--- config.mk ---
export PLATFORM = sky130hd
export DESIGN_NAME = ahb_clint
export DESIGN_NICKNAME = d
export VERILOG_FILES = /design/src/rtl/p_hardisc.sv /design/src/rtl/clint_mtime.sv /design/src/rtl/ahb_clint.sv
export SDC_FILE = /design/constraint.sdc
export NUM_CORES = 1
export LEC_CHECK = 0
export ABC_AREA = 1
export ABC_CLOCK_PERIOD_IN_PS = 5000
export BUFFER_PORTS_ARGS = -buffer_cell sky130_fd_sc_hd__buf_4
export CORE_MARGIN = 1.5
export CORE_UTILIZATION = 65
export CTS_CLUSTER_DIAMETER = 60
export DETAILED_ROUTE_END_ITERATION = 8
export PLACE_DENSITY = 0.95
export SLEW_MARGIN = 20
export SYNTH_ARGS = -nofsm -noshare
export SYNTH_HDL_FRONTEND = slang
export SYNTH_SLANG_ARGS = --single-unit
export TNS_END_PERCENT = 100
--- constraint.sdc ---
create_clock -name s_clk_i -period 5 [get_ports s_clk_i]
set_input_delay 0.25 -clock s_clk_i [delete_from_list [all_inputs] [get_ports s_clk_i]]
set_output_delay 0.25 -clock s_clk_i [all_outputs]
set_load 0.05 [all_outputs]
--- src/rtl/p_hardisc.sv ---
// CLINT shared definitions: register byte offsets and error-response states.
// CLINT_PRESCALER_EN maps the mtime prescaler register at CLINT_PRESC.
package p_hardisc;

    localparam logic [4:0] CLINT_MSIP       = 5'h00;
    localparam logic [4:0] CLINT_MTIMECMP_L = 5'h08;
    localparam logic [4:0] CLINT_MTIMECMP_H = 5'h0C;
    localparam logic [4:0] CLINT_MTIME_L    = 5'h10;
    localparam logic [4:0] CLINT_MTIME_H    = 5'h14;
    localparam logic [4:0] CLINT_PRESC      = 5'h18;

    typedef enum logic [1:0] {
        CLINT_IDLE,
        CLINT_ERR1,
        CLINT_ERR2
    } clint_st_t;

    function automatic logic clint_mapped(input logic [4:0] boff);
        logic hit;
        hit = (boff == CLINT_MSIP)
            || (boff == CLINT_MTIMECMP_L)
            || (boff == CLINT_MTIMECMP_H)
            || (boff == CLINT_MTIME_L)
            || (boff == CLINT_MTIME_H);
`ifdef CLINT_PRESCALER_EN
        hit = hit || (boff == CLINT_PRESC);
`endif
        return hit;
    endfunction

endpackage

--- src/rtl/clint_mtime.sv ---
// 64-bit mtime counter with write override and optional tick prescaler.
// CLINT_PRESCALER_EN enables the PRESC_W-bit prescaler; otherwise it ticks every cycle.
module clint_mtime #(
    parameter int PRESC_W = 8
) (
    input  logic               clk,
    input  logic               resetn,
    input  logic               wr_lo,
    input  logic               wr_hi,
    input  logic               wr_presc,
    input  logic [31:0]        wdata,
    output logic [63:0]        mtime,
    output logic [PRESC_W-1:0] presc
);

    logic tick;

`ifdef CLINT_PRESCALER_EN
    logic [PRESC_W-1:0] cnt;

    assign tick = (cnt == presc);

    always_ff @(posedge clk) begin
        if (!resetn) begin
            presc <= '0;
            cnt   <= '0;
        end else if (wr_presc) begin
            presc <= wdata[PRESC_W-1:0];
            cnt   <= '0;
        end else begin
            cnt <= tick ? '0 : cnt + PRESC_W'(1);
        end
    end
`else
    logic unused_presc;

    assign tick         = 1'b1;
    assign presc        = '0;
    assign unused_presc = wr_presc;
`endif

    // A bus write to either half wins over the tick for the whole counter.
    always_ff @(posedge clk) begin
        if (!resetn) begin
            mtime <= '0;
        end else if (wr_lo || wr_hi) begin
            if (wr_lo) mtime[31:0]  <= wdata;
            if (wr_hi) mtime[63:32] <= wdata;
        end else if (tick) begin
            mtime <= mtime + 64'd1;
        end
    end

endmodule

--- src/rtl/ahb_clint.sv ---
// AHB-Lite CLINT: msip, mtimecmp and mtime registers with mtip/msip outputs.
// CLINT_PRESCALER_EN adds the mtime prescaler register at offset 0x18.
module ahb_clint
    import p_hardisc::*;
#(
    parameter int          PRESC_W      = 8,
    parameter logic [63:0] MTIMECMP_RST = 64'hFFFF_FFFF_FFFF_FFFF
) (
    input  logic        s_clk_i,
    input  logic        s_resetn_i,
    input  logic        s_hsel_i,
    input  logic [1:0]  s_htrans_i,
    input  logic        s_hwrite_i,
    input  logic [2:0]  s_hsize_i,
    input  logic [31:0] s_haddr_i,
    input  logic [31:0] s_hwdata_i,
    input  logic        s_hready_i,
    output logic [31:0] s_hrdata_o,
    output logic        s_hreadyout_o,
    output logic        s_hresp_o,
    output logic        s_int_mtip_o,
    output logic        s_int_msip_o
);

    clint_st_t          state;
    clint_st_t          state_nxt;
    logic               acc;
    logic               bad;
    logic               dvalid;
    logic               dwrite;
    logic [4:0]         doff;
    logic               wr;
    logic               wr_lo;
    logic               wr_hi;
    logic               wr_presc;
    logic               msip;
    logic               mtip;
    logic [63:0]        mtimecmp;
    logic [63:0]        mtime;
    logic [PRESC_W-1:0] presc;
    logic [31:0]        rdata;
    logic               unused_bits;

    // Address phases are ignored while the first ERROR cycle is on the bus.
    assign acc = s_hsel_i & s_htrans_i[1] & s_hready_i
               & (state != CLINT_ERR1);
    assign bad = (s_hsize_i != 3'b010)
               | (s_haddr_i[1:0] != 2'b00)
               | ~clint_mapped({s_haddr_i[4:2], 2'b00});

    always_ff @(posedge s_clk_i) begin
        if (!s_resetn_i) state <= CLINT_IDLE;
        else             state <= state_nxt;
    end

    always_comb begin
        state_nxt = CLINT_IDLE;
        case (state)
            CLINT_ERR1: state_nxt = CLINT_ERR2;
            default:    if (acc && bad) state_nxt = CLINT_ERR1;
        endcase
    end

    always_ff @(posedge s_clk_i) begin
        if (!s_resetn_i) begin
            dvalid <= 1'b0;
            dwrite <= 1'b0;
            doff   <= '0;
        end else begin
            dvalid <= acc & ~bad;
            if (acc) begin
                dwrite <= s_hwrite_i;
                doff   <= {s_haddr_i[4:2], 2'b00};
            end
        end
    end

    assign wr    = dvalid & dwrite;
    assign wr_lo = wr & (doff == CLINT_MTIME_L);
    assign wr_hi = wr & (doff == CLINT_MTIME_H);
`ifdef CLINT_PRESCALER_EN
    assign wr_presc = wr & (doff == CLINT_PRESC);
`else
    assign wr_presc = 1'b0;
`endif

    clint_mtime #(
        .PRESC_W (PRESC_W)
    ) u_mtime (
        .clk      (s_clk_i),
        .resetn   (s_resetn_i),
        .wr_lo    (wr_lo),
        .wr_hi    (wr_hi),
        .wr_presc (wr_presc),
        .wdata    (s_hwdata_i),
        .mtime    (mtime),
        .presc    (presc)
    );

    always_ff @(posedge s_clk_i) begin
        if (!s_resetn_i) begin
            msip     <= 1'b0;
            mtimecmp <= MTIMECMP_RST;
            mtip     <= 1'b0;
        end else begin
            if (wr && doff == CLINT_MSIP)
                msip <= s_hwdata_i[0];
            if (wr && doff == CLINT_MTIMECMP_L)
                mtimecmp[31:0] <= s_hwdata_i;
            if (wr && doff == CLINT_MTIMECMP_H)
                mtimecmp[63:32] <= s_hwdata_i;
            mtip <= (mtime >= mtimecmp);
        end
    end

    always_comb begin
        rdata = '0;
        if (dvalid) begin
            case (doff)
                CLINT_MSIP:       rdata = {31'd0, msip};
                CLINT_MTIMECMP_L: rdata = mtimecmp[31:0];
                CLINT_MTIMECMP_H: rdata = mtimecmp[63:32];
                CLINT_MTIME_L:    rdata = mtime[31:0];
                CLINT_MTIME_H:    rdata = mtime[63:32];
`ifdef CLINT_PRESCALER_EN
                CLINT_PRESC:      rdata = 32'(presc);
`endif
                default:          rdata = '0;
            endcase
        end
    end

`ifdef CLINT_PRESCALER_EN
    assign unused_bits = ^{s_haddr_i[31:5], s_htrans_i[0]};
`else
    assign unused_bits = ^{s_haddr_i[31:5], s_htrans_i[0], presc};
`endif

    assign s_hrdata_o    = rdata;
    assign s_hreadyout_o = (state != CLINT_ERR1);
    assign s_hresp_o     = (state != CLINT_IDLE);
    assign s_int_mtip_o  = mtip;
    assign s_int_msip_o  = msip;

endmodule

==> results of run 1 <==
where the power goes:
| group | internal [mW] | total, mW | switching, mW |
|---|---|---|---|
| Sequential | 1.10 | 1.10 | 0.00688 |
| Clock | 0.910 | 1.43 | 0.521 |
| Combinational | 0.0441 | 0.116 | 0.0724 |
state kept, by name, indices dropped and copies added, names as in the netlist:
name	count
u_mtime.mtime	64
mtimecmp	64
doff	3
s_int_msip_o	1
dwrite	1
state	2
s_int_mtip_o	1
dvalid	1
metal layers:
metal | share of wire, % | global-route usage, % | vias up
li1 | - | - | 5110
met1 | 38 | 58.14 | 5042
met2 | 44 | 70.01 | 810
met3 | 12 | 9.457 | 179
met4 | 6.0 | 25.20 | 0
met5 | 0 | 0 | -
tightest hold or removal path, cell delays in order:
cell	delay, ns
buf_4	0.09
nand2_1	0.05
o211ai_1	0.06
layout make-up:
class	instances	area share (%)
Clock buffer	20	4.158
Clock inverter	10	1.754
Inverter	194	6.664
Multi-Input combinational cell	1095	54.20
Sequential cell	137	24.97
Tap cell	184	2.096
Timing Repair Buffer	90	6.152
through the flow:
stage | hold WS, ns | std cells | power, mW
after floorplan | 0.3804 | 1491 | 1.178
after global placement | 0.4515 | 1700 | 1.235
after detailed placement | 0.4575 | 1700 | 1.238
after CTS | 0.05094 | 1730 | 2.632
after global routing | 0.06824 | 1730 | 2.683
final | 0.05012 | 1730 | 2.650
how the worst max path moves through the flow:
stage	to	depth (start not counted)	startpoint
after floorplan	s_hrdata_o[0]	7	doff[3]
after global placement	u_mtime.mtime[8]	11	doff[2]
after detailed placement	u_mtime.mtime[8]	11	doff[2]
after CTS	u_mtime.mtime[25]	9	doff[2]
after global routing	u_mtime.mtime[25]	9	doff[2]
final	u_mtime.mtime[25]	9	doff[2]
cell usage after synthesis, types with 2 or more instances:
library cell	n	area [sq um]
a21oi_1	91	455.4
a221oi_1	35	306.5
a31oi_1	16	100.1
buf_1	3	11.26
buf_2	24	120.1
buf_4	3	22.52
clkbuf_1	35	131.4
dfxtp_1	137	2743
ha_1	65	813.3
inv_1	184	690.7
inv_2	7	26.28
nand2_1	339	1272
nand2_2	9	56.30
nand2_4	2	22.52
nand3_1	82	410.4
nand3_2	2	20.02
nand4_1	27	168.9
nor2_1	160	600.6
nor2_2	13	81.33
nor2_4	4	45.04
nor3_1	35	175.2
nor3_2	2	20.02
o211ai_1	64	480.5
o21a_1	2	15.01
o21ai_0	65	325.3
o21ai_1	16	80.08
o22ai_1	32	200.2
xnor2_1	2	17.52
xor2_1	24	210.2
kinds of logic (layout without fill, tap and decap cells):
group                      Yosys count  in the layout  share of synthesized area [%]
and+or+nand+nor                    679            679                          29.90
buffers and inverters              259            314                          10.49
xor gates and xnor gates            26             26                          2.349
DFF                                137            137                          28.29
AOI/OAI and AO/OA                  325            325                          20.58
adders and majority gates           65             65                          8.388
==> results.cfg, run 1 <==
[worst_setup_path]
cp.arrival_ns = 4.08
r2r-end = u_mtime.mtime[25]
reg2reg_depth = 9
cpPeakStageDelay_ns = 0.97
cp_max_fo = 56
reg2reg_slack_ns = 1.28
cp.buffers_inverters = 3
cp-start-kind = flop
r2r_start = doff[2]
crit_path_frequent_cell = nand2_2
worst_path_max_delay_cell = inv_2
worstPathRequired_ns = 5.36
crit_family = buffers and inverters
path_cells = nor2_2, nand2_2, buf_4, inv_4, nand2_4, nand2_2, inv_2, o21ai_0, a31oi_1
worstSetupEndpointType = flop
criticalPathCategory = flop to flop

[yosys]
ys.flop_type = dfxtp_1
synth_edf_count = 0
ys_seq_area_share_pct = 28.29
ys_seq_elements = 137
synth_warnings = 0
synth_fp_nets = 1630
postSynthAreaPerCell_sq_um = 6.503
syn_inst = 1491
async_flop_share_pct = 0
netlist_area_sq_mm = 0.009696
post_synth_num_cell_types = 40

[clock_network]
cts_tree = built
postCtsSetupBuffers = 0
path_clk_slew_ns = 0.06
cts.sinks = 137
cts_resized = 0
cts_root_buffer = clkbuf_16
clk_latency_ns = 0.44
cts_hold_buffers = 0
htree_levels = 4
cts_buffer_depth = 2
cts_buffers = 17

[placement]
port_buffers = 81
hpwl_microns = 25110
placed_area_sq_mm = 0.01033
place.gp.congestion = 1.085
pre_cts_ws_ns = 1.590

[layout]
n_fill_cell = 1116
syn_to_final_growth_pct = 13.28
nets = 1674
final_common_cell = nand2_1
regArea_sq_mm = 0.002743
layout_common_cells = 339 x nand2_1, 184 x inv_1, 159 x nor2_1, 137 x dfxtp_1, 91 x a21oi_1
utilization_pct = 75.57
drive_above_1_share_pct = 10.48
finalInstanceArea_sq_mm = 0.01098
multi_input_area_sq_mm = 0.005953
diodes = 0

[floorplan]
die_w_microns = 125.1
ioPinCount = 110
num_rows = 44
die_h_microns = 125.1
start_util_pct = 66.71
die_area_sq_mm = 0.01566
coreArea_sq_mm = 0.01453

[drt]
wl_per_cell_microns = 20.35
via_per_inst = 6.440
drcViolationCount = 0
wl_microns = 35210
dr.pass1.iters = 6
drt_iter0_markers = 1567
vias = 11140
detail-route-antenna-nets = 0

[global_route]
grtUsageTotal_pct = 44.96
grt_pass1_wl_microns = 55520
antenna_found_initial = 0
grt_max_degree = 75
grt_pass1_vias = 10460
grt_overflow = 0

[worst_hold_path]
worstHoldEndpoint = mtimecmp[23]
hold_depth = 3
hold_class = input port to flop
hp-start = s_hwdata_i[23]

[timing]
tightest_slew_ns = 1.133
slew_headroom_pct = 24.38
slew_violations = 0
clock.fmax_ghz = 0.2686
period_minus_slack_ns = 3.722
fin_setup_tns_ns = 0
setup_slack_ns = 1.278
fin_crit_sh_pct = 74.45
setup_viol = 0
hold_viol = 0
rsz0062_at_grt = no
clock_skew_ns = 0.009944

[run]
drv_cap = 0

[status]
outcome = complete, no violations

[power]
ir_drop_uv = 284.0
power.density_mw_per_mm2 = 241.3
leakage_nw = 4.810
No activity file was read; power rests on OpenSTA's default activity.
==> inputs of run 2 (changes only) <==
--- a/config.mk
+++ b/config.mk
@@ -6,13 +6,13 @@
 export NUM_CORES = 1
 export LEC_CHECK = 0
 export ABC_AREA = 1
-export ABC_CLOCK_PERIOD_IN_PS = 5000
+export ABC_CLOCK_PERIOD_IN_PS = 3060
 export BUFFER_PORTS_ARGS = -buffer_cell sky130_fd_sc_hd__buf_4
 export CORE_MARGIN = 1.5
-export CORE_UTILIZATION = 65
+export CORE_UTILIZATION = 54
 export CTS_CLUSTER_DIAMETER = 60
 export DETAILED_ROUTE_END_ITERATION = 8
-export PLACE_DENSITY = 0.95
+export PLACE_DENSITY = 0.85
 export SLEW_MARGIN = 20
 export SYNTH_ARGS = -nofsm -noshare
 export SYNTH_HDL_FRONTEND = slang
==> constraint.sdc (replaced) <==
create_clock -name s_clk_i -period 3.06 [get_ports s_clk_i]
set_input_delay 0.153 -clock s_clk_i [delete_from_list [all_inputs] [get_ports s_clk_i]]
set_output_delay 0.153 -clock s_clk_i [all_outputs]
set_load 0.05 [all_outputs]
==> run 2 against run 1 <==
First-iteration DRC count down 34%. Global-route usage down 6.3 points. Via count down 1.6%. Combinational power up 97%. Clock-buffer cell count down 1. Largest cell class unchanged. Largest power group unchanged.
==> results.cfg, run 2 (synthesized netlist as in run 1, its figures left out) <==
[clock_network]
path_clk_slew_ns = 0.06
htree_levels = 4
cts_buffers = 17
cts_tree = built
clk_latency_ns = 0.43
postCtsSetupBuffers = 0
cts_root_buffer = clkbuf_16
cts.sinks = 137
cts_buffer_depth = 2

[layout]
drive_above_1_share_pct = 10.75
finalInstanceArea_sq_mm = 0.01138
top_regs = mtimecmp x64, u_mtime.mtime x64, doff x3
nets = 1717
utilization_pct = 65.34
stdcell_count = 1815
layout_common_cells = 339 x nand2_1, 184 x inv_1, 159 x nor2_1, 137 x dfxtp_1, 97 x buf_4
syn_to_final_growth_pct = 17.37
diodes = 0
final_common_cell = nand2_1

[timing]
slew_headroom_pct = 31.89
clock.fmax_ghz = 0.3744
setup_viol = 0
setup_slack_ns = 0.3890
tightest_slew_ns = 1.021
period_minus_slack_ns = 2.671
clock_skew_ns = 0.005635
fin_crit_sh_pct = 87.29
slew_violations = 0
hold_slack_ns = 0.02822
rsz0062_at_grt = no
fin_setup_tns_ns = 0
hold_viol = 0

[worst_hold_path]
hold_class = input port to flop
worstHoldEndpoint = doff[3]
hold_depth = 3
hp-start = s_haddr_i[3]

[worst_setup_path]
worst_path_max_delay_cell = inv_1
reg2reg_slack_ns = 0.49
reg2reg_depth = 12
worstPathRequired_ns = 2.91
cp-start-kind = flop
path_cells = inv_1, nand3_1, inv_1, a221oi_1, nor2_1, buf_4
cp_max_fo = 22
r2r-end = u_mtime.mtime[54]
criticalPathCategory = flop to primary output
r2r_start = u_mtime.mtime[1]
crit_path_frequent_cell = inv_1
cpPeakStageDelay_ns = 0.79
worstSetupEndpointType = primary output
cp.arrival_ns = 2.52

[run]
drv_cap = 0

[drt]
wl_microns = 35400
vias = 10970
drt_iter0_markers = 1041
drcViolationCount = 0
wl_per_cell_microns = 19.50
detail-route-antenna-nets = 0
via_per_inst = 6.041
dr.pass1.iters = 6

[power]
power_mw = 4.066
ir_drop_uv = 392.7
leakage_nw = 4.959
power.density_mw_per_mm2 = 357.3

[floorplan]
coreArea_sq_mm = 0.01742
die_w_microns = 137.0
die_area_sq_mm = 0.01877
num_rows = 48
ioPinCount = 110
start_util_pct = 55.67
die_h_microns = 137.0

[placement]
place.gp.congestion = 1.046
placed_area_sq_mm = 0.01048
hpwl_microns = 26240
dp_cells = 1750
pre_cts_ws_ns = 0.5713
port_buffers = 81

[global_route]
grt_pass1_wl_microns = 54980
grt_pass1_vias = 10250
grt_max_degree = 74
grt_overflow = 0
grtUsageTotal_pct = 38.68
antenna_found_initial = 0

[status]
outcome = complete, no violations
==> run 2: changes by cell type in the layout (fill, tap and decap cells not counted) <==
cell and delta:
buf_12 +2, buf_4 +7, bufinv_16 -3, clkbuf_1 +1, clkbuf_8 -2, clkinv_2 +5, clkinv_4 -2, clkinvlp_4 +3
dlygate4sd3_1 +34, inv_2 -1
==> run 2: repair_timing <==
item                                   4_1_cts  5_1_grt
hold buffers                                34        0
resized for setup                            0        0
endpoints found under the hold margin       64        0
==> run 2: final cells by class <==
| type | count | area (sq um) |
|---|---|---|
| clock inverters | 12 | 127.6 |
| clock buffers | 19 | 432.9 |
| flip-flops and latches | 137 | 2743 |
| inverters | 194 | 733.2 |
| repair buffers | 133 | 1109 |
| well taps | 225 | 281.5 |
| multi-input cells | 1095 | 5953 |
| fillers | 1619 | 6037 |
==> run 2: how the worst max path moves through the flow <==
stage | start | end | slack (ns)
final | doff[4] | s_hrdata_o[31] | 0.39
after CTS | doff[4] | s_hrdata_o[23] | 0.45
after global placement | u_mtime.mtime[1] | u_mtime.mtime[54] | 0.66
after detailed placement | u_mtime.mtime[1] | u_mtime.mtime[54] | 0.57
after floorplan | doff[3] | s_hrdata_o[0] | 1.15
after global routing | doff[4] | s_hrdata_o[31] | 0.23
==> run 2: metal layers <==
metal / vias up / share of wire (%) / global-route usage [%]
met2: 591 / 45 / 62.37
li1: 5194 / - / -
met5: - / 0 / 0
met3: 119 / 9.1 / 8.074
met1: 5061 / 42 / 49.66
met4: 0 / 4.3 / 17.37
==> run 2: report_power, final <==
group	total, mW	internal [mW]	switching (mW)	leakage, nW
registers	1.80	1.79	0.00870	1.11
clock network	2.04	1.19	0.848	0.265
logic	0.228	0.102	0.126	3.59
total	4.07	3.08	0.983	4.96
==> run 2: worst max-delay path: cells and delay by family (launching register included) <==
family | cells | cell delay (ns)
DFF | 1 | 0.35
AOI/OAI and AO/OA | 1 | 0.26
buffers and inverters | 3 | 1.14
and+or+nand+nor | 2 | 0.33
